`src/rtl/song_recorder.sv`:
```
// Records debounced key presses into 32-bit song rows (eight 4-bit notes per row).
// Optional input debouncing is enabled with `define REC_DEBOUNCE_EN.
module song_recorder #(
    parameter int unsigned DEBOUNCE_CYCLES = 16,
    parameter int unsigned SONG_ROWS       = 4
) (
    input  logic        clk_in,
    input  logic        rst_in,
    input  logic [7:0]  keys_in,
    input  logic        record_start,
    input  logic        record_stop,
    input  logic        song_select,
    output logic        wr_en,
    output logic [1:0]  wr_addr,
    output logic [31:0] wr_data,
    output logic        wr_slot,
    output logic        busy,
    output logic        done,
    output logic [5:0]  note_count,
    output logic [2:0]  last_key
);

    localparam logic [31:0] PadRow  = 32'h8888_8888;
    localparam logic [1:0]  LastRow = 2'(SONG_ROWS - 1);

    typedef enum logic [2:0] {
        StIdle,
        StRelease,
        StCapture,
        StWrite,
        StDone
    } state_e;

    state_e      state_q;
    logic [31:0] row_q;
    logic [2:0]  note_idx_q;
    logic [1:0]  row_addr_q;
    logic        slot_q;
    logic        stop_q;

    logic [2:0]  press_key;
    logic [4:0]  nib_lsb;
    logic [31:0] row_captured;
    logic        press_ok;
    logic        release_ok;

    // Lowest set bit wins when several keys are held together.
    always_comb begin
        press_key = 3'd0;
        for (int i = 7; i >= 0; i--) begin
            if (keys_in[i]) press_key = 3'(i);
        end
    end

    assign nib_lsb = {3'd7 - note_idx_q, 2'b00};

    always_comb begin
        row_captured = row_q;
        row_captured[nib_lsb +: 4] = {1'b0, press_key};
    end

`ifdef REC_DEBOUNCE_EN
    localparam int unsigned CntW = $clog2(DEBOUNCE_CYCLES + 1);

    logic [CntW-1:0] db_cnt_q;
    logic [CntW-1:0] db_run;
    logic [7:0]      keys_last_q;
    logic            stable;

    // db_run is the length of the current run of identical samples, including this one.
    always_comb begin
        if (keys_in != keys_last_q) begin
            db_run = CntW'(1);
        end else if (db_cnt_q < CntW'(DEBOUNCE_CYCLES)) begin
            db_run = db_cnt_q + CntW'(1);
        end else begin
            db_run = db_cnt_q;
        end
    end

    assign stable     = (db_run >= CntW'(DEBOUNCE_CYCLES));
    assign press_ok   = stable && (keys_in != 8'd0);
    assign release_ok = stable && (keys_in == 8'd0);

    always_ff @(posedge clk_in or negedge rst_in) begin
        if (!rst_in) begin
            db_cnt_q    <= '0;
            keys_last_q <= 8'd0;
        end else begin
            db_cnt_q    <= db_run;
            keys_last_q <= keys_in;
        end
    end
`else
    assign press_ok   = (keys_in != 8'd0);
    assign release_ok = (keys_in == 8'd0);
`endif

    assign busy = (state_q != StIdle);

    always_ff @(posedge clk_in or negedge rst_in) begin
        if (!rst_in) begin
            state_q    <= StIdle;
            row_q      <= PadRow;
            note_idx_q <= 3'd0;
            row_addr_q <= 2'd0;
            slot_q     <= 1'b0;
            stop_q     <= 1'b0;
            wr_en      <= 1'b0;
            wr_addr    <= 2'd0;
            wr_data    <= 32'd0;
            wr_slot    <= 1'b0;
            done       <= 1'b0;
            note_count <= 6'd0;
            last_key   <= 3'd0;
        end else begin
            wr_en <= 1'b0;
            done  <= 1'b0;
            unique case (state_q)
                StIdle: begin
                    if (record_start) begin
                        state_q    <= StRelease;
                        row_q      <= PadRow;
                        note_idx_q <= 3'd0;
                        row_addr_q <= 2'd0;
                        note_count <= 6'd0;
                        slot_q     <= song_select;
                        stop_q     <= 1'b0;
                    end
                end
                StRelease, StCapture: begin
                    if (record_stop) begin
                        // Stop beats a simultaneous press; flush only a partly filled row.
                        if (note_idx_q != 3'd0) begin
                            state_q <= StWrite;
                            stop_q  <= 1'b1;
                            wr_en   <= 1'b1;
                            wr_addr <= row_addr_q;
                            wr_data <= row_q;
                            wr_slot <= slot_q;
                        end else begin
                            state_q <= StDone;
                            done    <= 1'b1;
                        end
                    end else if (state_q == StRelease) begin
                        if (release_ok) state_q <= StCapture;
                    end else if (press_ok) begin
                        row_q      <= row_captured;
                        note_idx_q <= note_idx_q + 3'd1;
                        last_key   <= press_key;
                        if (note_count != 6'd32) note_count <= note_count + 6'd1;
                        if (note_idx_q == 3'd7) begin
                            state_q <= StWrite;
                            wr_en   <= 1'b1;
                            wr_addr <= row_addr_q;
                            wr_data <= row_captured;
                            wr_slot <= slot_q;
                        end else begin
                            state_q <= StRelease;
                        end
                    end
                end
                StWrite: begin
                    row_addr_q <= row_addr_q + 2'd1;
                    row_q      <= PadRow;
                    note_idx_q <= 3'd0;
                    if (stop_q || (row_addr_q == LastRow)) begin
                        state_q <= StDone;
                        done    <= 1'b1;
                    end else begin
                        state_q <= StRelease;
                    end
                end
                StDone: begin
                    state_q <= StIdle;
                end
                default: begin
                    state_q <= StIdle;
                end
            endcase
        end
    end

endmodule

```
`config.mk`:
```
export PLATFORM = sky130hd
export DESIGN_NAME = song_recorder
export DESIGN_NICKNAME = d
export VERILOG_FILES = /design/src/rtl/song_recorder.sv
export SDC_FILE = /design/constraint.sdc
export NUM_CORES = 1
export LEC_CHECK = 0
export ABC_AREA = 1
export BUFFER_PORTS_ARGS = -buffer_cell sky130_fd_sc_hd__buf_2
export CAP_MARGIN = 20
export CORE_UTILIZATION = 60
export DETAILED_ROUTE_END_ITERATION = 10
export GPL_TIMING_DRIVEN = 0
export PLACE_DENSITY = 0.83
export SLEW_MARGIN = 5
export SYNTH_ARGS = -nofsm -noshare
export SYNTH_HDL_FRONTEND = slang
export SYNTH_SLANG_ARGS = --single-unit
```
`constraint.sdc`:
```
create_clock -name clk_in -period 5.1 [get_ports clk_in]
set_input_delay 0.51 -clock clk_in [delete_from_list [all_inputs] [get_ports clk_in]]
set_output_delay 0.51 -clock clk_in [all_outputs]
set_load 0.05 [all_outputs]
```
# Word-level counts from Yosys, hierarchy flattened
# Index checks and enable logic that the tools add are counted.
[word_totals]
reg_bits = 88
input_bits = 13
out_inout_bits = 47
[classes]
n_addsub = 5
n_eq_ne = 17
shift = 2
muxes = 65
bitwise = 2
reduce_logical = 20
[ops]
columns = ["operator", "n"]
rows = [
  ["$mux W32", 9],
  ["$pmux W32 S3", 1],
  ["$mux W3", 19],
  ["$bwmux W32", 1],
  ["$shift A4 B7 Y32 const A", 1],
  ["$shiftx A4 B7 Y32", 1],
  ["$mux W6", 5],
  ["$pmux W3 S3", 2],
  ["$mux W1", 17],
  ["$ne A2 B2 Y1 const B", 8],
  ["$mux W2", 7],
  ["$pmux W6 S2", 1],
  ["$reduce_and A5 Y1", 2],
  ["$reduce_bool A3 Y1", 3],
  ["$logic_not A8 Y1", 1],
  ["$ne A4 B4 Y1 const B", 2],
  ["$reduce_and A4 Y1", 2],
  ["$reduce_bool A2 Y1", 4],
  ["$reduce_bool A8 Y1", 1],
  ["$neg A5 Y7", 1],
  ["$add A6 B1 Y6 const B", 1],
  ["$eq A3 B2 Y1 const B", 2],
  ["$ne A6 B6 Y1 const B", 1],
  ["$reduce_and A6 Y1", 1],
  ["15 further kinds", 18],
]

# Logic depth before layout (Yosys ltp)
# Gate-level depths: netlist (run 1).
[depth]
ltp_word = 14
ltp_mapped = 11
mapped_depth_nobuf = 11

# Worst setup path after synthesis (run 1)
# No wires, ideal clock.
[synth_path]
kind = "flip-flop to flip-flop"
startpoint = "register note_idx_q[0]"
endpoint = "register wr_data[0]"
arrival_time_ns = 1.776
required_time_ns = 5.023
path_slack_ns = 3.247
path_stages_with_launch = 9
period_less_slack_ns = 1.853
path_cell_list = "dfrtp_1 > ha_1 > ha_1 > inv_1 > nand3_1 > nor2_4 > nand2_2 > nand3b_1 > a21oi_1"
[synth_via]
elab_chain_cells = 8
word_cells_on_any_way = 14
[synth_lines]
columns = ["item", "line", "source"]
rows = [
  ["from (decl)", "36", "logic [2:0] note_idx_q;"],
  ["from (signal assigned)", "149", "note_idx_q <= note_idx_q + 3'd1;"],
  ["$sub A3 B3 Y3", "55", "assign nib_lsb = {3'd7 - note_idx_q, 2'b00};"],
  ["$neg A5 Y7", "59", "row_captured[nib_lsb +: 4] = {1'b0, press_key};"],
  ["$shiftx A4 B7 Y32 / $shift A4 B7 Y32 (equally long branches)", "59", ""],
  ["$bwmux W32", "59", ""],
  ["$mux W32", "152", "if (note_idx_q == 3'd7) begin"],
  ["$mux W32", "147", "end else if (press_ok) begin"],
  ["$mux W32", "145", "end else if (state_q == StRelease) begin"],
  ["$mux W32", "132", "if (record_stop) begin"],
  ["to (signal assigned)", "139", "wr_data <= row_q;"],
  ["to (signal assigned)", "156", "wr_data <= row_captured;"],
  ["to (decl)", "15", "output logic [31:0] wr_data,"],
]
# Parallel ways exist; a longest one is shown, timed or not. The select of a mux whose other input is x is not followed.
# A chain may end at the register's enable or synchronous reset.

# Worst setup path in the final report (run 1)
[layout_path]
startpoint = "register note_idx_q[0]"
endpoint = "register wr_data[1]"
# The elaborated chain is that of the path after synthesis.

==> results of run 1 <==
-- cell families (layout without fill, tap and decap cells) --
group	count (synthesis)	in the layout	share of synthesized area [%]
xor+xnor	3	3	0.606
compound gates	96	96	12.4
flops	88	88	51.0
simple gates	281	281	28.1
buf+inv	58	133	6.23
fa+ha+maj	6	6	1.73
-- where the power goes --
| group | internal, W | switching [W] |
|---|---|---|
| Clock | 0.000223 | 0.000238 |
| Combinational | 0.000356 | 0.000997 |
| Sequential | 0.000884 | 0.000112 |
-- metrics by stage --
| step | setup slack, ns | hold WS (ns) | instance area, um2 |
|---|---|---|---|
| 6_report | 2.93 | 0.111 | 4960 |
| 5_1_grt | 2.74 | 0.127 | 4960 |
| 4_1_cts | 2.96 | 0.116 | 4960 |
| 3_5_place_dp | 2.97 | 0.461 | 4780 |
| 3_3_place_gp | 2.80 | 0.457 | 4750 |
| 2_1_floorplan | 3.25 | 0.214 | 4340 |
-- worst paths after layout --
| kind | slack, ns | startpoint | cells past startpoint | endpoint |
|---|---|---|---|---|
| setup / recovery | 2.93 | note_idx_q[0] | 9 | wr_data[1] |
| hold / removal | 0.11 | rst_in | 1 | wr_slot |
| setup reg to reg | 2.93 | note_idx_q[0] | 9 | wr_data[1] |
| hold reg to reg | 0.48 | wr_data[5] | 2 | wr_data[5] |
| max in group asynchronous | 4.31 | rst_in | 2 | row_q[23] |
| min in group clk_in | 0.34 | song_select | 3 | slot_q |
-- per-layer routing --
| metal | wire [um] | track usage, % | up-vias |
|---|---|---|---|
| met4 | 167 | 13.0 | 0 |
| li1 | - | - | 1835 |
| met3 | 741 | 6.64 | 16 |
| met2 | 4710 | 45.7 | 151 |
| met1 | 4230 | 38.0 | 1814 |
| met5 | 0 | 0 | - |
-- sequential cells by signal (all words and copies together), names as in the netlist --
| register | flops |
|---|---|
| note_count | 6 |
| slot_q | 1 |
| wr_data | 32 |
| wr_addr | 2 |
| note_idx_q | 3 |
| last_key | 3 |
| wr_en | 1 |
| state_q | 3 |
| row_q | 32 |
| row_addr_q | 2 |
| stop_q | 1 |
| wr_slot | 1 |
| done | 1 |
-- final cells by class --
cell class / count / area share (%)
tap: 96 / 2.42
buffer: 15 / 2.19
inverter: 43 / 3.25
sequential: 88 / 44.6
clock buffer: 11 / 2.65
multi-input combinational: 386 / 37.4
clock inverter: 4 / 0.958
timing repair buffer: 60 / 6.55
-- layout by cell type (no fill, tap or decap), drive strengths merged --
cell type    n
a21oi        6
a31o         1
a32o         1
buf         75
bufinv       1
clkbuf      11
clkinv       2
clkinvlp     1
dfrtp       80
dfstp        8
ha           6
inv         43
nand2      213
nand3       25
nand3b       1
nand4        1
nor2        29
nor3         3
o21ai       86
o22ai        2
or2          9
xnor2        1
xor2         2
==> qor.txt, run 1 <==
Buffers inserted by post-CTS timing repair = 0
RD Place Congestion = 0.928
Via count of the first global-routing pass = 3,601
Hold buffers post-CTS = 0
Crit-path leading delay family = simple AND/OR/NAND/NOR gates
Library cell with the highest instance count after synthesis = sky130_fd_sc_hd__nand2_1
Final setup TNS = 0 ns
Mapped Area = 4340 um2
Mapped Nets = 551
Max Clock Freq = 0.461 GHz
CTS tree = yes
Total of flip-flops plus latches after synthesis = 88
# H-tree levels = 3
Synthesized instance count = 532
Antenna Diode Count = 0
Crit path arrival time = 2.47 ns
Sequential Area = 2210 um2
Resize count post-CTS = 0
Cell leakage power = 2.67 nW
Antenna Violating Nets Remaining = 0
Vert. Die Dim = 87.0 um
Number of detailed-route iterations in the first pass = 5
Power density over the cells = 566 nW/um2
Clock transition at the registers of the reported paths = 0.09 ns
Row Count = 30
Final number of hold-violating endpoints = 0
Total power after layout = 0.00281 W
Die width = 87.0 um
Crit share post-route = 42.6%
Area inside the core boundary = 6910 um2
Count of non-filler cells in the finished layout = 703
IO buf count = 59
Async S/R FF share, synth = 100%
Total of warnings raised by yosys = 0
Count of max-cap constraint violations = 0
Slew @ Worst Pin = 0.564 ns
Final worst path period need = 2.17 ns
Number of antenna violations at the first check in global routing = 0
Global-route usage over all layers = 28.9%
Setup repair after global routing missed its margin = no
Netlist cell types = 33
Layout-stage area growth over the synthesis result = 14.4%
Max stage delay cell, worst path = sky130_fd_sc_hd__dfrtp_1
Area enclosed by the die boundary = 7580 um2
Worst vdd ir = 0.322 mV
Number of buffers between clock root and the deepest sink = 2
Violation count after the first detailed-route iteration = 414
Routed WL per cell = 14.0 um
Nature of the critical path endpoint = flip-flop
Ordered list of cells on the worst path = ha_1 -> ha_1 -> inv_1 -> nand3_1 -> nor2_4 -> nand2_2 -> o21ai_0 -> nand2_1 -> nand2_1
Top area cells in the synthesized netlist = sky130_fd_sc_hd__dfrtp_1 (46%), sky130_fd_sc_hd__nand2_1 (18%), sky130_fd_sc_hd__dfstp_2 (4.8%), sky130_fd_sc_hd__o21ai_0 (4.8%), sky130_fd_sc_hd__o21ai_1 (3.7%)
Count of final setup violators = 0
Placed cell count = 688
Share of final-layout standard cells stronger than drive strength 1 = 22.6%
Post-synthesis sequential area ratio = 51.0%
Result of the run = finished, final reports clean
Number of buffers and inverters on the critical path = 1
Maximum fanout encountered on the critical timing path = 8
EDFF count, synth = 0
First-pass GRT wire length = 16.6 mm
Type of element launching the critical path = flip-flop
Required time at the worst-slack endpoint = 5.40 ns
Utilization of the core after routing = 71.9%
Clock insertion delay at the later pin of the skew report = 0.35 ns
Relative max-transition margin = 62.3%
Biggest area consumer among synthesized cells = sky130_fd_sc_hd__dfrtp_1
Commonest cells in the synthesized netlist = sky130_fd_sc_hd__nand2_1 (207), sky130_fd_sc_hd__dfrtp_1 (80), sky130_fd_sc_hd__o21ai_0 (42), sky130_fd_sc_hd__inv_1 (40), sky130_fd_sc_hd__o21ai_1 (32)
DRC viols = 0
Layout Nets = 622
Total congestion overflow = 0
Starting density of the core = 62.8%
Library cell used as clock root buffer = sky130_fd_sc_hd__clkbuf_8
Number of vias per cell = 5.43
Path type of the worst setup path = reg -> reg
Top cell type's share of synthesized area = 46.1%
I/O pin total = 60
Number of clock sinks seen by CTS = 88
Maximum number of pins on one net before global-route repair = 54
Top FF cell, synth = sky130_fd_sc_hd__dfrtp_1
Max Clock Skew = 0.00757 ns
Sum of net half-perimeters after detailed placement = 7.05 mm
Number of CTS-inserted buffers = 9
Area taken by multi-input logic gates = 1860 um2
Delay of the slowest critical-path stage = 0.48 ns
Final WL = 9.85 mm
Number of max-slew violations in the final report = 0
Min-Delay Path Class = in -> async
Filler Cell Count = 556
Via count = 3,816
Mapped Avg Cell Area = 8.16 um2
No activity file was read; power rests on OpenSTA's default activity.
==> run 2: changes to the inputs <==
Settings changed: CORE_UTILIZATION 60 to 52, PLACE_DENSITY 0.83 to 0.76.
Clock period 5.1 ns to 1.8 ns, I/O delays scaled along.
==> qor.txt, run 2 (synthesis gave the netlist of run 1 again) <==
Final worst path period need = 1.87 ns
Slew @ Worst Pin = 0.587 ns
Layout-stage area growth over the synthesis result = 21.2%
Worst Slack Setup Final = -0.0733 ns
IO buf count = 59
Share of final-layout standard cells stronger than drive strength 1 = 28.5%
Setup repair after global routing missed its margin = yes
Number of clock sinks seen by CTS = 88
Path type of the worst setup path = reg -> reg
RD Place Congestion = 0.884
First-pass GRT wire length = 16.8 mm
Clock insertion delay at the later pin of the skew report = 0.36 ns
Result of the run = complete, but fails checks
Cell area after layout = 5260 um2
Crit-path leading delay family = adder cells
Type of element launching the critical path = flip-flop
Antenna Diode Count = 0
Number of detailed-route iterations in the first pass = 5
Relative max-transition margin = 60.8%
Number of max-slew violations in the final report = 0
Max Clock Freq = 0.534 GHz
Max Clock Skew = 0.00531 ns
Count of final setup violators = 7
Registers with the most flip-flops = row_q: 32 flops, wr_data: 32 flops, note_count: 6 flops
Final worst hold slack = 0.0236 ns
Required time at the worst-slack endpoint = 2.05 ns
CTS tree = yes
Layout Nets = 638
Min-Delay Path Class = in -> reg
Crit share post-route = 104%
Via count of the first global-routing pass = 3,622
Nature of the critical path endpoint = flip-flop
Via count = 3,965
Ordered list of cells on the worst path = ha_4 -> ha_4 -> inv_6 -> nand3_2 -> nor2_4 -> buf_4 -> nand2_1 -> o21ai_0 -> o21ai_0
Count of max-cap constraint violations = 0
Most common cell after layout, fill and taps aside = sky130_fd_sc_hd__nand2_1
Final number of hold-violating endpoints = 0
Delay of the slowest critical-path stage = 0.45 ns
Sum of net half-perimeters after detailed placement = 7.16 mm
Area enclosed by the die boundary = 8710 um2
Placed inst area = 4800 um2
Power density over the cells = 1580 nW/um2
Total congestion overflow = 0
Number of CTS-inserted buffers = 9
Row Count = 32
Number of antenna violations at the first check in global routing = 0
Number of buffers and inverters on the critical path = 2
Starting density of the core = 55.0%
Cell leakage power = 2.78 nW
Number of buffers between clock root and the deepest sink = 2
Maximum number of pins on one net before global-route repair = 65
Commonest non-fill, non-tap cells in the layout = sky130_fd_sc_hd__nand2_1 (204), sky130_fd_sc_hd__dfrtp_1 (79), sky130_fd_sc_hd__buf_2 (67), sky130_fd_sc_hd__o21ai_0 (39), sky130_fd_sc_hd__inv_1 (35)
Maximum fanout encountered on the critical timing path = 6
# H-tree levels = 3
Clock transition at the registers of the reported paths = 0.09 ns
Violation count after the first detailed-route iteration = 318
Global-route usage over all layers = 25.1%
Area inside the core boundary = 7890 um2
Antenna Violating Nets Remaining = 0
Die width = 93.4 um
I/O pin total = 60
Vert. Die Dim = 93.4 um
Routed WL per cell = 15.1 um
DRC viols = 0
Final WL = 11.0 mm
Violated checks = setup timing
Worst vdd ir = 1.03 mV
Crit path arrival time = 2.12 ns
Max stage delay cell, worst path = sky130_fd_sc_hd__dfrtp_1
Library cell used as clock root buffer = sky130_fd_sc_hd__clkbuf_8
Number of vias per cell = 5.46
-- run 2: cell count changes in the layout (fill, tap and decap cells not counted), moves of 3 or more --
cell,previous run,this run
sky130_fd_sc_hd__nor2_4,4,10
sky130_fd_sc_hd__o21ai_0,42,39
sky130_fd_sc_hd__nor2_1,22,14
sky130_fd_sc_hd__nand2_1,207,204
sky130_fd_sc_hd__inv_2,3,7
sky130_fd_sc_hd__ha_1,6,3
sky130_fd_sc_hd__inv_1,40,35
sky130_fd_sc_hd__buf_4,2,16
sky130_fd_sc_hd__ha_4,0,3
-- run 2: what timing repair did --
item | in CTS | in global routing
endpoints found under the setup margin | 51 | 52
gates resized for setup | 13 | 24
gates cloned | 0 | 0
hold buffers | 1 | 0
setup buffers | 5 | 10
hold endpoints to repair | 24 | 0
pin swaps | 3 | 7
-- run 2: cell type report --
type / instances / area (um2)
Fill cell: 653 / 2630
Sequential cell: 88 / 2210
Multi-Input combinational cell: 386 / 1980
Timing Repair Buffer: 76 / 460
Inverter: 43 / 166
Clock buffer: 10 / 138
Tap cell: 102 / 128
Buffer: 15 / 109
Clock inverter: 6 / 58.8
-- run 2: per-layer routing --
layer	wire length (um)	vias up	track usage [%]
li1	-	1867	-
met1	4620	1876	32.5
met2	5260	186	41.4
met3	744	36	3.82
met4	340	0	11.8
met5	0	-	0
-- run 2: final timing paths --
path,depth (start not counted),endpoint,from,slack (ns)
worst max-delay path,9,row_q[1],note_idx_q[1],-0.07
worst min-delay path,3,slot_q,song_select,0.02
worst max register to register,9,row_q[1],note_idx_q[1],-0.07
worst min register to register,2,wr_data[1],wr_data[1],0.48
max in group asynchronous,3,row_q[15],rst_in,0.86
min in group asynchronous,2,note_count[1],rst_in,0.26
-- run 2: through the flow --
step / TNS, ns / utilization (%) / std cells / setup slack (ns) / total power, W
2_1_floorplan: 0 / - / 532 / 0.0439 / 0.00569
3_3_place_gp: -17.32 / 60.5 / 693 / -0.197 / 0.00654
3_5_place_dp: -4.36 / 60.9 / 694 / -0.179 / 0.00667
4_1_cts: 0 / 64.5 / 716 / 0.00710 / 0.00810
5_1_grt: -1.11 / 66.7 / 726 / -0.143 / 0.00879
6_report: -0.133 / 66.7 / 726 / -0.0733 / 0.00832
-- run 2: power by group --
group | switching (W) | internal (W) | leakage [nW]
Clock | 0.000711 | 0.000672 | 0.106
Sequential | 0.000299 | 0.00250 | 1.17
Combinational | 0.00301 | 0.00112 | 1.51
-- run 2: worst register-to-register path, delay by kind of cell (launching register included) --
| kind | cells | cell delay [ns] |
|---|---|---|
| adders and majority gates | 2 | 0.49 |
| DFF | 1 | 0.45 |
| and+or+nand+nor | 3 | 0.34 |
| AOI/OAI and AO/OA | 2 | 0.22 |
| buffers and inverters | 2 | 0.26 |
==> run 3: changes to the inputs <==
Clock period 1.8 ns to 1.68 ns, I/O delays scaled along.
==> qor.txt, run 3 (synthesis gave the netlist of run 1 again) <==
Worst reg-to-reg path cell count = 9
Routed WL per cell = 17.1 um
Count of final setup violators = 49
Type of element launching the critical path = flip-flop
DRC viols = 0
Registers with the most flip-flops = row_q: 32 flops, wr_data: 32 flops, note_count: 6 flops
Required time at the worst-slack endpoint = 1.93 ns
Setup repair after global routing missed its margin = yes
Area enclosed by the die boundary = 8710 um2
Final worst path period need = 1.76 ns
Final WL = 12.8 mm
Final number of hold-violating endpoints = 0
Via count = 4,222
Result of the run = complete, but fails checks
Worst R2R End = wr_data[10]
Maximum number of pins on one net before global-route repair = 46
Max Clock Skew = 0.0147 ns
Internal cell power = 0.00518 W
Number of clock sinks seen by CTS = 88
IO buf count = 59
Via count of the first global-routing pass = 3,776
R2R setup slack = -0.08 ns
Violated checks = setup timing
Number of detailed-route iterations in the first pass = 5
Worst Min Path Start = keys_in[0]
Library cell used as clock root buffer = sky130_fd_sc_hd__clkbuf_8
Row Count = 32
Power density over the cells = 1730 nW/um2
Placed cell count = 694
Total congestion overflow = 0
Utilization of the core after routing = 72.8%
Startpoint of the worst setup timing path = note_idx_q[1]
Nature of the critical path endpoint = flip-flop
Commonest non-fill, non-tap cells in the layout = sky130_fd_sc_hd__nand2_1 (168), sky130_fd_sc_hd__dfrtp_1 (76), sky130_fd_sc_hd__buf_2 (65), sky130_fd_sc_hd__o21ai_1 (48), sky130_fd_sc_hd__nand2_2 (35)
Filler Cell Count = 549
Layout-stage area growth over the synthesis result = 32.3%
Area taken by multi-input logic gates = 2190 um2
Sequential Power Share = 31.4%
Relative max-transition margin = 60.1%
Proportion of power drawn by the clock network = 17.2%
Share of final-layout standard cells stronger than drive strength 1 = 39.3%
RD Place Congestion = 0.841
Crit share post-route = 105%
Antenna Diode Count = 0
Area inside the core boundary = 7890 um2
CTS tree = yes
Net switching fraction of the power = 47.7%
Global-route usage over all layers = 26.1%
Worst vdd ir = 0.958 mV
Combinational fraction of design power = 51.4%
Starting density of the core = 55.0%
Number of vias per cell = 5.64
Vert. Die Dim = 93.4 um
Sum of net half-perimeters after detailed placement = 7.31 mm
Count of non-filler cells in the finished layout = 749
First-pass GRT wire length = 17.5 mm
Clock transition at the registers of the reported paths = 0.09 ns
Most common cell after layout, fill and taps aside = sky130_fd_sc_hd__nand2_1
Count of max-cap constraint violations = 0
Max Clock Freq = 0.570 GHz
Startpoint of the worst-slack reg-to-reg timing path = note_idx_q[1]
Clock insertion delay at the later pin of the skew report = 0.37 ns
Maximum fanout encountered on the critical timing path = 8
Slew @ Worst Pin = 0.598 ns
Antenna Violating Nets Remaining = 0
Switching Power = 0.00473 W
Number of antenna violations at the first check in global routing = 0
# H-tree levels = 3
I/O pin total = 60
Sequential Area = 2220 um2
Number of CTS-inserted buffers = 9
Cell leakage power = 2.95 nW
Number of buffers between clock root and the deepest sink = 2
Layout Nets = 661
Crit path arrival time = 2.00 ns
Number of max-slew violations in the final report = 0
Min-Delay Path Class = in -> reg
Worst Slack Setup Final = -0.0758 ns
Die width = 93.4 um
Violation count after the first detailed-route iteration = 346
CP Capture Point = wr_data[10]
Path type of the worst setup path = reg -> reg
==> run 3: routing by layer <==
| metal | vias to the layer above | global-route usage, % | wire [um] |
|---|---|---|---|
| met3 | 51 | 3.90 | 784 |
| met5 | - | 0 | 0 |
| li1 | 1925 | - | - |
| met1 | 2033 | 33.7 | 5100 |
| met4 | 0 | 14.7 | 535 |
| met2 | 213 | 42.1 | 6360 |
==> run 3: worst min path at each step <==
| stage | end | slack, ns | cells after the start |
|---|---|---|---|
| 4_1_cts | wr_data[0] | 0.1 | 4 |
| 5_1_grt | wr_data[0] | 0.11 | 4 |
| 2_1_floorplan | done | -0.13 | 0 |
| 3_5_place_dp | note_count[5] | 0.21 | 1 |
| 6_report | wr_data[0] | 0.1 | 4 |
| 3_3_place_gp | slot_q | 0.36 | 3 |
==> run 3: worst max-delay path, stage by stage, from the launching register on <==
cell	delay, ns
sky130_fd_sc_hd__dfrtp_1	0.43
sky130_fd_sc_hd__ha_4	0.16
sky130_fd_sc_hd__ha_4	0.18
sky130_fd_sc_hd__nor2_4	0.06
sky130_fd_sc_hd__buf_6	0.12
sky130_fd_sc_hd__nor2_4	0.11
sky130_fd_sc_hd__nand3_4	0.21
sky130_fd_sc_hd__clkbuf_16	0.25
sky130_fd_sc_hd__nand2_4	0.05
sky130_fd_sc_hd__nand2_1	0.06
==> run 3: power by group through the flow <==
stage / clock network [W] / logic [W] / registers [W]
after global placement: 0 / 0.00400 / 0.00303
after floorplan: 0 / 0.00215 / 0.00395
after global routing: 0.00180 / 0.00542 / 0.00315
after CTS: 0.00171 / 0.00425 / 0.00301
after detailed placement: 0 / 0.00410 / 0.00306
final: 0.00171 / 0.00510 / 0.00311
==> run 3: final cells by class <==
class | count | area share [%]
plain buffers | 15 | 2.29
clock inverters | 4 | 1.33
flip-flops and latches | 88 | 38.6
inverters | 43 | 2.94
multi-input cells | 387 | 38.2
well taps | 102 | 2.22
repair buffers | 98 | 11.7
clock buffers | 12 | 2.70
==> run 3: metrics by stage <==
stage,hold slack (ns),total power [W],TNS (ns),setup WS (ns),instance area (um2)
final,0.0953,0.00991,-1.50,-0.0758,5740
after global routing,0.113,0.0104,-6.31,-0.168,5740
after CTS,0.0996,0.00896,-0.483,-0.0446,5200
after detailed placement,0.211,0.00716,-5.84,-0.194,4810
after global placement,0.365,0.00703,-28.25,-0.459,4780
after floorplan,-0.128,0.00610,0,0.0106,4360
==> run 3: repair_timing <==
item | in CTS | in global routing
hold endpoints to repair | 43 | 0
gates resized for setup | 20 | 117
endpoints found under the setup margin | 60 | 73
buffers inserted | 10 | 22
gates cloned | 0 | 5
pin swaps | 7 | 28
hold buffers | 2 | 0
